$ cat src/rtl/uart_rx_ctrl.sv
// Sequencing controller between a uart_rx receiver and a byte consumer: unloads
// completed bytes into a local FIFO, streams them out and flags inter-byte idle.
module uart_rx_ctrl #(
    parameter int DEPTH       = 8,
    parameter int TIMEOUT_CYC = 160
) (
    input  logic                         rxclk,
    input  logic                         reset,
    input  logic                         enable,
    input  logic                         flush,
    output logic                         rx_enable,
    output logic                         uld_rx_data,
    input  logic                         rx_empty,
    input  logic [7:0]                   rx_data,
    output logic [7:0]                   m_data,
    output logic                         m_valid,
    input  logic                         m_ready,
    output logic [$clog2(DEPTH+1)-1:0]   fifo_count,
    output logic                         rx_timeout
);

    localparam int AW = $clog2(DEPTH);
    localparam int CW = $clog2(DEPTH + 1);
    localparam logic [CW-1:0] DEPTH_C = CW'(DEPTH);
    localparam logic [15:0]   TO_MAX  = 16'(TIMEOUT_CYC);
    localparam logic [15:0]   TO_LAST = 16'(TIMEOUT_CYC - 1);

    typedef enum logic [1:0] {
        IDLE,
        UNLOAD,
        CAPTURE
    } state_t;

    state_t         state;
    logic [7:0]     mem [DEPTH];
    logic [AW-1:0]  wr_ptr;
    logic [AW-1:0]  rd_ptr;
    logic [15:0]    to_cnt;
    logic           push;
    logic           pop;
    logic           room;

    function automatic logic [15:0] sat_inc(input logic [15:0] v);
        return (v < TO_MAX) ? v + 16'd1 : v;
    endfunction

    assign push    = (state == CAPTURE) && !flush;
    assign pop     = m_valid && m_ready;
    assign room    = (fifo_count < DEPTH_C);
    assign m_valid = (fifo_count != '0);
    assign m_data  = mem[rd_ptr];

    always_ff @(posedge rxclk or posedge reset) begin
        if (reset) begin
            rx_enable <= 1'b0;
        end else begin
            rx_enable <= enable;
        end
    end

    // The full check in IDLE stays valid: nothing else can push before CAPTURE.
    always_ff @(posedge rxclk or posedge reset) begin
        if (reset) begin
            state       <= IDLE;
            uld_rx_data <= 1'b0;
        end else begin
            case (state)
                IDLE: begin
                    if (!rx_empty && room) begin
                        state       <= UNLOAD;
                        uld_rx_data <= 1'b1;
                    end else begin
                        uld_rx_data <= 1'b0;
                    end
                end
                UNLOAD: begin
                    state       <= CAPTURE;
                    uld_rx_data <= 1'b0;
                end
                CAPTURE: begin
                    state       <= IDLE;
                    uld_rx_data <= 1'b0;
                end
                default: begin
                    state       <= IDLE;
                    uld_rx_data <= 1'b0;
                end
            endcase
        end
    end

    always_ff @(posedge rxclk or posedge reset) begin
        if (reset) begin
            wr_ptr     <= '0;
            rd_ptr     <= '0;
            fifo_count <= '0;
        end else if (flush) begin
            wr_ptr     <= '0;
            rd_ptr     <= '0;
            fifo_count <= '0;
        end else begin
            if (push) begin
                wr_ptr <= wr_ptr + AW'(1);
            end
            if (pop) begin
                rd_ptr <= rd_ptr + AW'(1);
            end
            case ({push, pop})
                2'b10:   fifo_count <= fifo_count + CW'(1);
                2'b01:   fifo_count <= fifo_count - CW'(1);
                default: fifo_count <= fifo_count;
            endcase
        end
    end

    always_ff @(posedge rxclk) begin
        if (push) begin
            mem[wr_ptr] <= rx_data;
        end
    end

    // Counter saturates so the pulse fires once per push.
    always_ff @(posedge rxclk or posedge reset) begin
        if (reset) begin
            to_cnt <= '0;
        end else if (push || flush || (fifo_count == '0)) begin
            to_cnt <= '0;
        end else begin
            to_cnt <= sat_inc(to_cnt);
        end
    end

    assign rx_timeout = m_valid && !push && !flush && (to_cnt == TO_LAST);

endmodule

$ cat config.mk
export PLATFORM = sky130hd
export DESIGN_NAME = uart_rx_ctrl
export DESIGN_NICKNAME = d
export VERILOG_FILES = /design/src/rtl/uart_rx_ctrl.sv
export SDC_FILE = /design/constraint.sdc
export NUM_CORES = 1
export LEC_CHECK = 0
export ABC_CLOCK_PERIOD_IN_PS = 5100
export BUFFER_PORTS_ARGS = -buffer_cell sky130_fd_sc_hd__buf_2
export CAP_MARGIN = 30
export CORE_UTILIZATION = 45
export CTS_CLUSTER_DIAMETER = 40
export CTS_CLUSTER_SIZE = 14
export DETAILED_ROUTE_END_ITERATION = 7
export SLEW_MARGIN = 40
export SYNTH_ARGS = -nofsm -noshare
export SYNTH_HDL_FRONTEND = slang
export SYNTH_SLANG_ARGS = --single-unit
$ cat constraint.sdc
create_clock -name rxclk -period 5.1 [get_ports rxclk]
set_clock_uncertainty 0.05 [all_clocks]
set_input_delay 0.765 -clock rxclk [delete_from_list [all_inputs] [get_ports rxclk]]
set_output_delay 0.765 -clock rxclk [all_outputs]
set_load 0.1 [all_outputs]
Word-level counts from Yosys, hierarchy flattened
Memory sizes are Yosys's and may differ from the RTL's.
Index checks and enable logic that the tools add are counted.
- logic and storage cells: 53
- latch bits: 0
- memories: 1
- bits in registers: 30
- input bits: 14
- bits in read-only memories: 0
- RAM bits: 64
- memories (memory ; words ; bits a word ; rd ports ; clocked after memory_dff ; wr ports ; RTL line ; source):
    mem ; 8 ; 8 ; 1 ; 0 ; 1 ; 35 ; logic [7:0] mem [DEPTH];
- multiplexer cells: 14
- reductions and logical operators: 18
- shift-type cells: 0
- $add $sub $neg: 5
- bitwise logic cells: 0
- divide/modulo/power cells: 0
- multiply operators: 0
- $lt $le $gt $ge: 2
- eq/ne operators: 6
- operators by type and width (kind ; number):
    16-bit two-way mux ; 2
    16-bit by 1-bit adder with 16-bit output (second input constant) ; 1
    16-bit by 8-bit == test with 1-bit output (second input constant) ; 1
    16-bit by 8-bit < comparator with 1-bit output (second input constant) ; 1
    3-bit two-way mux ; 4
    4-bit case mux with 2 select lines ; 1
    3-bit by 1-bit adder with 3-bit output (second input constant) ; 2
    1-bit logical AND ; 6
    2-bit nonzero test ; 3
    4-bit by 1-bit adder with 4-bit output (second input constant) ; 1
    2-bit by 1-bit == test with 1-bit output (second input constant) ; 2
    2-bit == test (second input constant) ; 2
    4-bit logical NOT ; 1
    4-bit < comparator (second input constant) ; 1
    1-bit two-way mux ; 4
    4-bit two-way mux ; 1
    2-bit case mux with 2 select lines ; 1
    4-bit nonzero test ; 1
    4-bit by 1-bit subtractor with 4-bit output (second input constant) ; 1
    1-bit logical NOT ; 3
    3-bit nonzero test ; 1
    2-bit logical NOT ; 1
    1-bit logical OR ; 2
    2-bit two-way mux ; 1
    2-bit != test (second input constant) ; 1

Depth between registers and ports, before layout
- depth after elaboration: 6
- gate-level depth with buffers: 9
- depth with buffers taken out: 9

Worst setup path before layout
No wires, ideal clock.
- path type: reg-to-output
- from: register fifo_count[0]
- to: output rx_timeout
- data arrival time: 4.444 ns
- setup slack: -0.159 ns
- stages on the path, launching flop included: 5
- cells stage by stage: dfrtp_1 > nor4_1 > nor3_1 > nand3_1 > nor4_1
- word-level cells in the longest chain between the ends: 4
- RTL lines (item ; RTL line ; source):
    start: declaration ; 18 ; output logic [$clog2(DEPTH+1)-1:0] fifo_count,
    start signal: assignment ; 109 ; 2'b10: fifo_count <= fifo_count + CW'(1);
    start signal: assignment ; 110 ; 2'b01: fifo_count <= fifo_count - CW'(1);
    start signal: assignment ; 111 ; default: fifo_count <= fifo_count;
    4-bit nonzero test ; 50 ; assign m_valid = (fifo_count != '0);
    1-bit logical AND (3 in a row) ; 133 ; assign rx_timeout = m_valid && !push && !flush && (to_cnt == TO_LAST);
    end: declaration ; 19 ; output logic rx_timeout
Every way passes these cells.

Final worst setup path
- from: register rd_ptr[0]
- to: output m_data[4]
- word-level cells in the longest chain between the ends: 1
- RTL lines (item ; RTL line ; source):
    start: declaration ; 37 ; logic [AW-1:0] rd_ptr;
    start signal: assignment ; 106 ; rd_ptr <= rd_ptr + AW'(1);
    memory 8 x 8 bit ; -- ;
    end: declaration ; 15 ; output logic [7:0] m_data,
Every way passes these cells.

==> results by group <==
Clock tree
  – Clock Tree Buf Depth: 2
  – Clock Tree Root: clkbuf_8
  – Post-CTS Setup Bufs: 0
  – CTS tree: built
  – # resized after CTS: 0
  – H-tree levels: 3
  – Total CTS buffers: 9
  – Clk sink count: 94
  – Clk_lat worst skew: 0.35 ns
  – Clk slew on worst S/H paths: 0.09 ns
  – Hold Buf Count CTS: 0

Final layout
  – Fillcell total: 699
  – Multi-input logic area: 1170 µm²
  – Commonest non-fill, non-tap cells in the layout: edfxtp_1 (64), dfrtp_1 (29), buf_2 (29)
  – Seq. cell area: 2670 µm²
  – Synth-to-Final Area Change: 12.8%
  – Finished Layout Cells: 386
  – Most common cell after layout, fill and taps aside: edfxtp_1
  – Final core utilization: 0.530
  – Layout net count: 295
  – ANT cells: 0
  – Layout cell share with drive strength beyond 1: 0.306

Timing
  – Worst relative slew slack: 0.461
  – Setup_tns: 0 ns
  – Worst-Margin Slew: 0.805 ns
  – Final Max Slew Viols: 0
  – Final Cycle Share: 0.616
  – Final Hold Fails: 0
  – # setup viols final: 0
  – Fmax: 318 MHz
  – Min cycle time layout: 3.14 ns
  – RSZ-0062 raised after global routing: no

Routing
  – WL final: 6450 µm
  – Via density: 5.40
  – DRT antenna net count: 0
  – Initial drt markers: 95
  – Drt pass-1 iters: 4
  – Routed via count: 2083
  – WL/cell: roughly 17 µm
  – Residual DRC count: 0

GRT
  – First-pass GRT wire length: 10300 µm
  – Gr usage total: 0.159
  – Antenna violations before repair: 0
  – Total grt overflow: 0
  – Number of global-route vias before repair: 2021
  – Largest net degree at the start of global routing: 31

Floorplanning
  – Initial Utilization: 0.470
  – Die Width: ~95 µm
  – Die ar.: 9050 µm²
  – Die Y: 95.1 µm
  – I/O pin total: 30
  – CORE AREA: 8300 µm²
  – Rows: 33

Place
  – Placed cells: 370
  – Port Buffers: 29
  – Final GP Congestion: 0.839
  – Hpwl dp: 4180 µm

Logic synthesis
  – YS warnings: 0
  – Synth Flop Type: edfxtp_1
  – Synth Cell Area: a little under 4000 µm²
  – Mux cell area share after synthesis: 0.123
  – Flops & latches, synth: 94
  – Synth area leader: edfxtp_1
  – Synth Area in XOR/XNOR: 0.0180
  – Adder-Cell Fraction of Synth Area: 0.0160
  – Register area share after synthesis: 0.685
  – Yosys top cell area share: 0.492
  – Post-Synth Simple-Gate Area: 0.105
  – Post-synthesis area per instance: 16.1 µm²
  – Post-synthesis compound-gate area fraction: 0.0327
  – Async set-or-reset flop fraction in the synthesized netlist: 0.319
  – Distinct cells, synth: 42
  – Synth top area cells: edfxtp_1 (49%), dfrtp_1 (19%), mux4_2 (9.2%), mux2_2 (2.3%), nor2_1 (1.8%)
  – Largest family of logic cells by synthesized area: multiplexers
  – Number of synthesized flops with an enable pin: 64
  – Mapped Nets: 261
  – Synth Instances: about 240

Worst setup path
  – Crit path launch type: register
  – Arrival time worst endpoint: between 2 and 2.5 ns
  – Crit Path Max Fanout: 15
  – Crit. End Element: output port
  – Critical path class: register to output port
  – Req. time, crit path: 4.28 ns

Job
  – Max-cap violations: 0

Power and ir drop
  – Pwr dens: 515 nW/µm²
  – Leakage power: 1.62 nW
  – Total power: 0.00227 W
  – Worst IR Drop VDD: 0.000389 V

Min path
  – Worst Hold Class: input pin to async pin

Outcome
  – Outcome: completed
final cells by class:
class	count	area share
Sequential cell	94	0.608
Tap cell	105	0.0299
Multi-Input combinational cell	132	0.267
Clock buffer	10	0.0290
Inverter	6	0.00512
Clock inverter	6	0.0216
Timing Repair Buffer	33	0.0398
sequential cells by signal, summed over array words and instances (netlist names):
register	count
mem	64
rd_ptr	3
fifo_count	4
rx_enable	1
wr_ptr	3
to_cnt	16
uld_rx_data	1
state	2
cells by family after synthesis:
logic type | Yosys count
buffers and inverters | 16
muxes | 27
AOI/OAI and AO/OA | 17
adders and majority gates | 5
and+or+nand+nor | 75
xor gates and xnor gates | 8
DFF | 94
per-layer routing:
layer | routed length (µm) | GRT usage
met1 | 2890 | 0.207
met2 | 3280 | 0.257
met3 | 203 | 0.0287
met4 | 76 | 0.0758
met5 | 0 | 0
stage by stage:
stage	worst slack, ns	cell area [µm²]	hold WS [ns]
floorplan	0.985	3910	0.414
global route	1.78	4400	0.439
finish	1.96	4400	0.419
detailed placement	2.14	4180	0.442
global placement	1.97	4160	0.440
CTS	1.90	4400	0.420
Yosys cell counts, types with 5 or more instances:
cell and n:
nand2_1 10, mux2_2 8, dfrtp_1 30, and2_1 10
clkbuf_1 5, edfxtp_1 64, inv_1 6, nor3_1 6
ha_1 5, xor2_1 5, mux4_2 16, o21ai_0 5
nor2_1 19
worst paths after layout:
path                                      end          start  cells after the start  slack [ns]
worst min register to register      to_cnt[8]      to_cnt[8]                      1        0.46
max in group asynchronous           rd_ptr[0]          reset                      3        4.29
worst min-delay path                rx_enable          reset                      3        0.42
min in group rxclk                  to_cnt[8]      to_cnt[8]                      1        0.46
worst max-delay path                m_data[4]      rd_ptr[0]                      4        1.96
worst max register to register  fifo_count[3]  fifo_count[1]                      7        2.55
power by group:
| group | leakage (nW) | total (W) | switching (W) | internal, W |
|---|---|---|---|---|
| Clock | 0.105 | 0.000532 | 0.000252 | 0.000280 |
| Sequential | 0.984 | 0.000957 | 0.0000914 | 0.000865 |
| Combinational | 0.532 | 0.000778 | 0.000545 | 0.000234 |
worst max-delay path, cell delays in order (launching register included):
cell     delay [ns]
dfrtp_2        0.69
buf_4          0.24
mux4_2         0.49
mux2_2         0.27
buf_2          0.29
No activity file was read; power rests on OpenSTA's default activity.
